$ cat config.mk
export PLATFORM = sky130hd
export DESIGN_NAME = rv32_decode_stage
export DESIGN_NICKNAME = d
export VERILOG_FILES = /design/src/rtl/rv32_decode_stage.sv
export SDC_FILE = /design/constraint.sdc
export NUM_CORES = 1
export LEC_CHECK = 0
export ABC_AREA = 1
export BUFFER_PORTS_ARGS = -buffer_cell sky130_fd_sc_hd__buf_2
export CORE_MARGIN = 2
export CORE_UTILIZATION = 45
export DETAILED_ROUTE_END_ITERATION = 10
export MAX_ROUTING_LAYER = met4
export PLACE_DENSITY = 0.76
export SLEW_MARGIN = 20
export SYNTH_ARGS = -nofsm -noshare
export SYNTH_HDL_FRONTEND = slang
export SYNTH_SLANG_ARGS = --single-unit
$ cat constraint.sdc
create_clock -name clk -period 1.7 [get_ports clk]
set_input_delay 0.34 -clock clk [delete_from_list [all_inputs] [get_ports clk]]
set_output_delay 0.34 -clock clk [all_outputs]
set_load 0.02 [all_outputs]
$ cat src/rtl/rv32_decode_stage.sv
// ---------------------------------------------------------------------------
// rv32_decode_stage
// RV32 instruction decode stage: one output register with a valid/ready
// handshake, 1-cycle latency and full 1-instruction-per-cycle throughput.
//
// Ports
//   clk, reset                    clock, synchronous active-high reset
//   flush                         drops the held bundle and any incoming word
//   in_valid / in_ready           upstream handshake (in_ready is combinational)
//   instruction, in_pc            raw instruction word and its PC
//   out_valid / out_ready         downstream handshake
//   out_pc                        registered PC
//   opcode rd funct3 rs1 rs2 funct7   raw field slices of the held word
//   imm [XLEN]                    sign-extended immediate
//   fmt                           R=0 I=1 S=2 B=3 U=4 J=5
//   uses_rs1 uses_rs2 writes_rd   operand-use flags
//   illegal                       instruction is illegal
//   decode_count, illegal_count   wrapping transfer statistics
// ---------------------------------------------------------------------------
module rv32_decode_stage #(
    parameter int unsigned XLEN  = 32,
    parameter int unsigned M_EXT = 0,
    parameter int unsigned CNT_W = 32
) (
    input  logic             clk,
    input  logic             reset,
    input  logic             flush,
    input  logic             in_valid,
    output logic             in_ready,
    input  logic [31:0]      instruction,
    input  logic [31:0]      in_pc,
    output logic             out_valid,
    input  logic             out_ready,
    output logic [31:0]      out_pc,
    output logic [6:0]       opcode,
    output logic [4:0]       rd,
    output logic [2:0]       funct3,
    output logic [4:0]       rs1,
    output logic [4:0]       rs2,
    output logic [6:0]       funct7,
    output logic [XLEN-1:0]  imm,
    output logic [2:0]       fmt,
    output logic             uses_rs1,
    output logic             uses_rs2,
    output logic             writes_rd,
    output logic             illegal,
    output logic [CNT_W-1:0] decode_count,
    output logic [CNT_W-1:0] illegal_count
);

    localparam int unsigned IW = 32;

    localparam logic [6:0] OPC_OP     = 7'b0110011;
    localparam logic [6:0] OPC_OP_IMM = 7'b0010011;
    localparam logic [6:0] OPC_LOAD   = 7'b0000011;
    localparam logic [6:0] OPC_JALR   = 7'b1100111;
    localparam logic [6:0] OPC_SYSTEM = 7'b1110011;
    localparam logic [6:0] OPC_STORE  = 7'b0100011;
    localparam logic [6:0] OPC_BRANCH = 7'b1100011;
    localparam logic [6:0] OPC_LUI    = 7'b0110111;
    localparam logic [6:0] OPC_AUIPC  = 7'b0010111;
    localparam logic [6:0] OPC_JAL    = 7'b1101111;

    localparam logic [2:0] FMT_R = 3'd0;
    localparam logic [2:0] FMT_I = 3'd1;
    localparam logic [2:0] FMT_S = 3'd2;
    localparam logic [2:0] FMT_B = 3'd3;
    localparam logic [2:0] FMT_U = 3'd4;
    localparam logic [2:0] FMT_J = 3'd5;

    localparam logic [6:0] F7_BASE = 7'h00;
    localparam logic [6:0] F7_ALT  = 7'h20;
    localparam logic [6:0] F7_MUL  = 7'h01;

    // ---------------------------------------------------------------
    // Combinational decode of the incoming word
    // ---------------------------------------------------------------
    logic [6:0]    opc_c;
    logic [6:0]    f7_c;
    logic [2:0]    f3_c;
    logic [4:0]    rd_idx_c;
    logic [IW-1:0] instr_c;

    assign instr_c  = instruction;
    assign opc_c    = instr_c[6:0];
    assign rd_idx_c = instr_c[11:7];
    assign f3_c     = instr_c[14:12];
    assign f7_c     = instr_c[31:25];

    logic [2:0]    fmt_c;
    logic [IW-1:0] imm32_c;
    logic          known_op_c;
    logic          m_ok_c;
    logic          r_bad_c;
    logic          jalr_bad_c;
    logic          illegal_c;
    logic          uses_rs1_c;
    logic          uses_rs2_c;
    logic          writes_rd_c;
    logic [XLEN-1:0] imm_c;

    // Opcode class, immediate assembly and legality checks
    always_comb begin
        fmt_c       = FMT_I;
        imm32_c     = '0;
        known_op_c  = 1'b1;
        m_ok_c      = 1'b0;
        r_bad_c     = 1'b0;
        jalr_bad_c  = 1'b0;
        illegal_c   = 1'b0;
        uses_rs1_c  = 1'b0;
        uses_rs2_c  = 1'b0;
        writes_rd_c = 1'b0;

        case (opc_c)
            OPC_OP:                                       fmt_c = FMT_R;
            OPC_OP_IMM, OPC_LOAD, OPC_JALR, OPC_SYSTEM:   fmt_c = FMT_I;
            OPC_STORE:                                    fmt_c = FMT_S;
            OPC_BRANCH:                                   fmt_c = FMT_B;
            OPC_LUI, OPC_AUIPC:                           fmt_c = FMT_U;
            OPC_JAL:                                      fmt_c = FMT_J;
            default:                                      known_op_c = 1'b0;
        endcase

        case (fmt_c)
            FMT_I: imm32_c = {{20{instr_c[31]}}, instr_c[31:20]};
            FMT_S: imm32_c = {{20{instr_c[31]}}, instr_c[31:25], instr_c[11:7]};
            FMT_B: imm32_c = {{19{instr_c[31]}}, instr_c[31], instr_c[7],
                              instr_c[30:25], instr_c[11:8], 1'b0};
            FMT_U: imm32_c = {instr_c[31:12], 12'b0};
            FMT_J: imm32_c = {{11{instr_c[31]}}, instr_c[31], instr_c[19:12],
                              instr_c[20], instr_c[30:21], 1'b0};
            default: imm32_c = '0;
        endcase

        m_ok_c = (M_EXT != 0) && (f7_c == F7_MUL);

        // funct7 legality only constrains register-register ops; in I/S/B
        // formats those bits belong to the immediate.
        if (fmt_c == FMT_R) begin
            r_bad_c = !((f7_c == F7_BASE) || (f7_c == F7_ALT) || m_ok_c)
                   || ((f7_c == F7_ALT) && (f3_c != 3'b000) && (f3_c != 3'b101));
        end

        jalr_bad_c = (opc_c == OPC_JALR) && (f3_c != 3'b000);

        illegal_c = (instr_c[1:0] != 2'b11) || !known_op_c || r_bad_c || jalr_bad_c;

        // CSR immediate forms (funct3[2]=1) carry a zimm in the rs1 slot
        uses_rs1_c = ((fmt_c == FMT_R) || (fmt_c == FMT_I) ||
                      (fmt_c == FMT_S) || (fmt_c == FMT_B))
                  && !((opc_c == OPC_SYSTEM) && f3_c[2]);
        uses_rs2_c = (fmt_c == FMT_R) || (fmt_c == FMT_S) || (fmt_c == FMT_B);
        writes_rd_c = ((fmt_c == FMT_R) || (fmt_c == FMT_I) ||
                       (fmt_c == FMT_U) || (fmt_c == FMT_J))
                   && (rd_idx_c != 5'd0);

        if (illegal_c) begin
            fmt_c       = FMT_I;
            imm32_c     = '0;
            uses_rs1_c  = 1'b0;
            uses_rs2_c  = 1'b0;
            writes_rd_c = 1'b0;
        end
    end

    // Sign extension from bit 31 to the configured register width
    assign imm_c = XLEN'($signed(imm32_c));

    // ---------------------------------------------------------------
    // Handshake and next-state
    // ---------------------------------------------------------------
    logic             valid_q, valid_d;
    logic [31:0]      pc_q;
    logic [IW-1:0]    instr_q;
    logic [XLEN-1:0]  imm_q;
    logic [2:0]       fmt_q;
    logic             uses_rs1_q;
    logic             uses_rs2_q;
    logic             writes_rd_q;
    logic             illegal_q;
    logic [CNT_W-1:0] dec_cnt_q, dec_cnt_d;
    logic [CNT_W-1:0] ill_cnt_q, ill_cnt_d;
    logic             accept_c;
    logic             xfer_c;

    assign in_ready = !valid_q || out_ready;
    assign accept_c = in_valid && in_ready && !flush && !reset;
    // A transfer concurrent with flush still counts
    assign xfer_c   = valid_q && out_ready;

    // Valid bit and statistics next-state; flush dominates handshake events
    always_comb begin
        valid_d   = valid_q;
        dec_cnt_d = dec_cnt_q;
        ill_cnt_d = ill_cnt_q;

        if (flush) begin
            valid_d = 1'b0;
        end else if (accept_c) begin
            valid_d = 1'b1;
        end else if (xfer_c) begin
            valid_d = 1'b0;
        end

        if (xfer_c) begin
            dec_cnt_d = dec_cnt_q + CNT_W'(1);
            if (illegal_q) begin
                ill_cnt_d = ill_cnt_q + CNT_W'(1);
            end
        end
    end

    // Output register; bundle only loads on accept so it holds while stalled
    always_ff @(posedge clk) begin
        if (reset) begin
            valid_q     <= 1'b0;
            pc_q        <= '0;
            instr_q     <= '0;
            imm_q       <= '0;
            fmt_q       <= '0;
            uses_rs1_q  <= 1'b0;
            uses_rs2_q  <= 1'b0;
            writes_rd_q <= 1'b0;
            illegal_q   <= 1'b0;
            dec_cnt_q   <= '0;
            ill_cnt_q   <= '0;
        end else begin
            valid_q   <= valid_d;
            dec_cnt_q <= dec_cnt_d;
            ill_cnt_q <= ill_cnt_d;
            if (accept_c) begin
                pc_q        <= in_pc;
                instr_q     <= instr_c;
                imm_q       <= imm_c;
                fmt_q       <= fmt_c;
                uses_rs1_q  <= uses_rs1_c;
                uses_rs2_q  <= uses_rs2_c;
                writes_rd_q <= writes_rd_c;
                illegal_q   <= illegal_c;
            end
        end
    end

    assign out_valid     = valid_q;
    assign out_pc        = pc_q;
    assign opcode        = instr_q[6:0];
    assign rd            = instr_q[11:7];
    assign funct3        = instr_q[14:12];
    assign rs1           = instr_q[19:15];
    assign rs2           = instr_q[24:20];
    assign funct7        = instr_q[31:25];
    assign imm           = imm_q;
    assign fmt           = fmt_q;
    assign uses_rs1      = uses_rs1_q;
    assign uses_rs2      = uses_rs2_q;
    assign writes_rd     = writes_rd_q;
    assign illegal       = illegal_q;
    assign decode_count  = dec_cnt_q;
    assign illegal_count = ill_cnt_q;

endmodule

==> run summary <==
After clock tree synthesis, the clock-pin slew on the worst setup and hold paths is about 0.070 ns. In this run the power density over the cells is 826 nW/um^2. The worst setup path is of the register to register kind.

In this run the critical register-to-register path is launched from decode_count[1]. TritonCTS built the clock tree. Summing all flip-flop and latch instances after layout gives around 3400 um^2.

The number of endpoints with negative hold slack in the final report is 0. Summed over all layers, the global routing overflow is 0. In the final layout, the share of cells above drive strength 1 is between 20 and 30%.

In this run the register-to-register setup slack is about 0.0013 ns. The relative max-transition margin is 74.0%. The proportion of synthesized flip-flops having asynchronous set or reset is 0%. Synthesis produced a netlist with a net count of 1230. At the pin with the least slew margin, the transition time is 0.390 ns. VDD sags by at most just under 0.0007 V. STA classifies the critical path startpoint as a register. The total of warnings raised by yosys came out at 0. The standard-cell row count came out at between 40 and 50. For the worst setup path, the data arrival time is 2.03 ns. The floorplan step defined a core boundary enclosing roughly 17000 um^2. CTS saw around 170 sinks. The worst min-delay path class is input port to register. Excluding fillers, the count of instances in the completed layout stands at roughly 1700. The final route contains approximately 8600 vias. The worst path setup slack after routing came out at roughly 0.0013 ns. The height of the chip came out at ~140 um.

The dominant cell type by area after synthesis is dfxtp_1. The count of placed standard cells including taps came out at approximately 1700. CTS placed an instance of clkbuf_16 at the clock tree root. The remaining design rule violation count is 0.

The max capacitance violation total is 0. The count of buffers added on input and output ports is about 240. The completed layout was analyzed and its total power is around 8.7 mW.

Detailed placement finished with a half-perimeter wire length of roughly 18000 um. Counting flops and latches in the post-synthesis netlist gives around 170. The routed design could run at a clock period as short as approximately 1.7 ns. The die covers 18400 um^2. The DRC marker count from the first detailed-route iteration came out at around 630. Routability-driven placement finished with a final weighted congestion of roughly 0.95.

STA classifies the critical path endpoint as a register. After synthesis, the largest area contributor takes up roughly 43% of total cell area. The clock latency of the later-clocked register in the worst-skew pair is approximately 0.43 ns. After synthesis, flip-flops and latches occupy a little over two fifths of the total area. The overall fraction of global-route tracks in use came out at a little over a quarter.

After detailed routing, the total wire length is 24300 um. The final net count came out at ~1500. In this run the most critical hold path is launched from in_pc[0].

The upper clock frequency limit came out at slightly below 600 MHz. The post-CTS repair timing setup buffer count came out at 0. The total inserted antenna cells is 0.

Tracing the worst setup path back leads to its startpoint at decode_count[1]. Ranked by total cell area, the synthesized netlist is headed by dfxtp_1 (43%), nand2_1 (11%), nor2_1 (10%). Across the routed clock network, the largest skew measured is about 0.011 ns. The number of instances in the synthesized netlist came out at 1159.

The number of synthesized flops with an enable pin came out at 0. The number of fill cells in the layout is 1611. Among all flip-flop cells after synthesis, the most frequent one is dfxtp_1. Setup repair after global routing could not meet its margin everywhere.

For this configuration, the core starts out at a cell density of 45.7%. TritonCTS created 17 clock buffers. The number of hold buffers added after CTS was 0. The summed instance area of the synthesized netlist is 7820 um^2. The number of antenna violations at the first check in global routing is 0.

The critical path required time came out at 2.03 ns. For this run, the detailed router's first-pass iteration total came to 5. The post-route antenna net violation count is 0. The total setup violations reported at the end of the flow came out at 0.

The total negative slack for setup checks came out at 0 ns. The leakage power of the design is around 4.8 nW. The top fanout value on the critical path came out at 6. The area of the multi-input gates is 3930 um^2. In the synthesized netlist, the cells that appear most often are nand2_1 (234), nor2_1 (217), dfxtp_1 (168), a21oi_1 (106), inv_1 (106). The floorplan die width came out at around 140 um. The routed wirelength normalized by instance count came out at between 10 and 15 um. The run finished with clean final reports. Before CTS, the worst setup slack after placement is -0.0829 ns. Pin placement for this block handled 238 I/O pins.

The largest net degree at the start of global routing came out at 83. By instance count, the leading cell after synthesis is nand2_1. The number of pins with negative max-slew slack in the final report came to 0. In this run the number of H-tree levels came out at 4. The maximum number of buffers from clock root to sink came out at 2. The area overhead of the layout relative to synthesis came out at 35.1%.

The number of unique standard cell types used by synthesis is 33. The first global-routing pass estimated around 38000 um of wire. Dividing the final minimum period by the clock period gives approximately 100%.

The mean number of vias per cell is between 5 and 6. The tightest hold path in the finished design has a slack of approximately 0.13 ns. The via count of the first global-routing pass came out at roughly 8000. The synthesized area per cell is around 6.7 um^2.
[logic make-up after synthesis]
family / synth area share [%]
adder cells (fa/ha/maj): 0.320
flip-flops: 43.0
AO/OA/AOI/OAI: 13.4
buffers and inverters: 8.27
XOR/XNOR: 2.35
AND/OR/NAND/NOR: 32.6
[registers in the layout, indices dropped and copies added, names as in the netlist]
signal / cells
decode_count: 32
fmt: 3
writes_rd: 1
imm: 32
illegal_count: 32
out_pc: 32
out_valid: 1
uses_rs1: 1
instr_q: 32
uses_rs2: 1
illegal: 1
[timing repair]
action                     in CTS  in global routing
pin swaps                       0                  2
setup endpoints to repair       4                 22
gates resized for setup         5                 30
[final cells by class]
| cell class | count | share of cell area (%) |
|---|---|---|
| multi-input combinational | 830 | 37.2 |
| clock buffer | 17 | 4.03 |
| tap | 225 | 2.67 |
| inverter | 111 | 3.95 |
| sequential | 168 | 31.9 |
| clock inverter | 15 | 1.56 |
| timing repair buffer | 324 | 18.6 |
[worst paths after layout]
kind	cells after the start	to
setup / recovery	10	decode_count[28]
hold reg to reg	2	imm[27]
setup reg to reg	10	decode_count[28]
hold / removal	3	out_pc[0]
[power breakdown]
group          internal (mW)  leakage, nW  switching [mW]
combinational          0.265         3.15           0.479
sequential              4.02         1.36          0.0412
clock                   2.20        0.288            1.72
total                   6.48         4.80            2.24
[worst max-delay path: stages, from the launching register on]
cell	delay, ns
dfxtp_4	0.37
ha_2	0.20
nand3_2	0.15
nor2_2	0.18
nand2_1	0.11
nor2_2	0.15
nand2_1	0.11
nor3_2	0.16
nand2_1	0.07
nand2_1	0.06
nor2_1	0.04
[metrics by stage]
stage | area (um^2) | util, %
2_1_floorplan | 7820 | -
3_3_place_gp | 9840 | 57.5
3_5_place_dp | 9840 | 57.5
4_1_cts | 10500 | 61.1
5_1_grt | 10600 | 61.7
6_report | 10600 | 61.7
[routing by layer]
metal  vias to the layer above  GRT usage (%)  wire length, um
li1                       4307              -                -
met1                      3973           32.8            10400
met2                       315           44.2            11900
met3                        35           4.83             1670
met4                         0           7.87              407
met5                         -              -                0
[cells in the final DEF, fill, tap and decap left out, drive strengths merged]
cell type / count
and3: 1
nand4: 11
o21bai: 1
nand2: 241
dfxtp: 168
ha: 2
nor2: 224
o31ai: 1
clkinv: 5
bufinv: 2
clkbuf: 17
o21a: 1
xnor2: 3
buf: 324
inv: 117
o22ai: 3
a211oi: 2
xor2: 18
clkinvlp: 2
nand3b: 5
a21oi: 106
o21ai: 91
a21boi: 1
nor3: 36
or2: 1
nor3b: 2
nand3: 80
No activity file was read; power rests on OpenSTA's default activity.
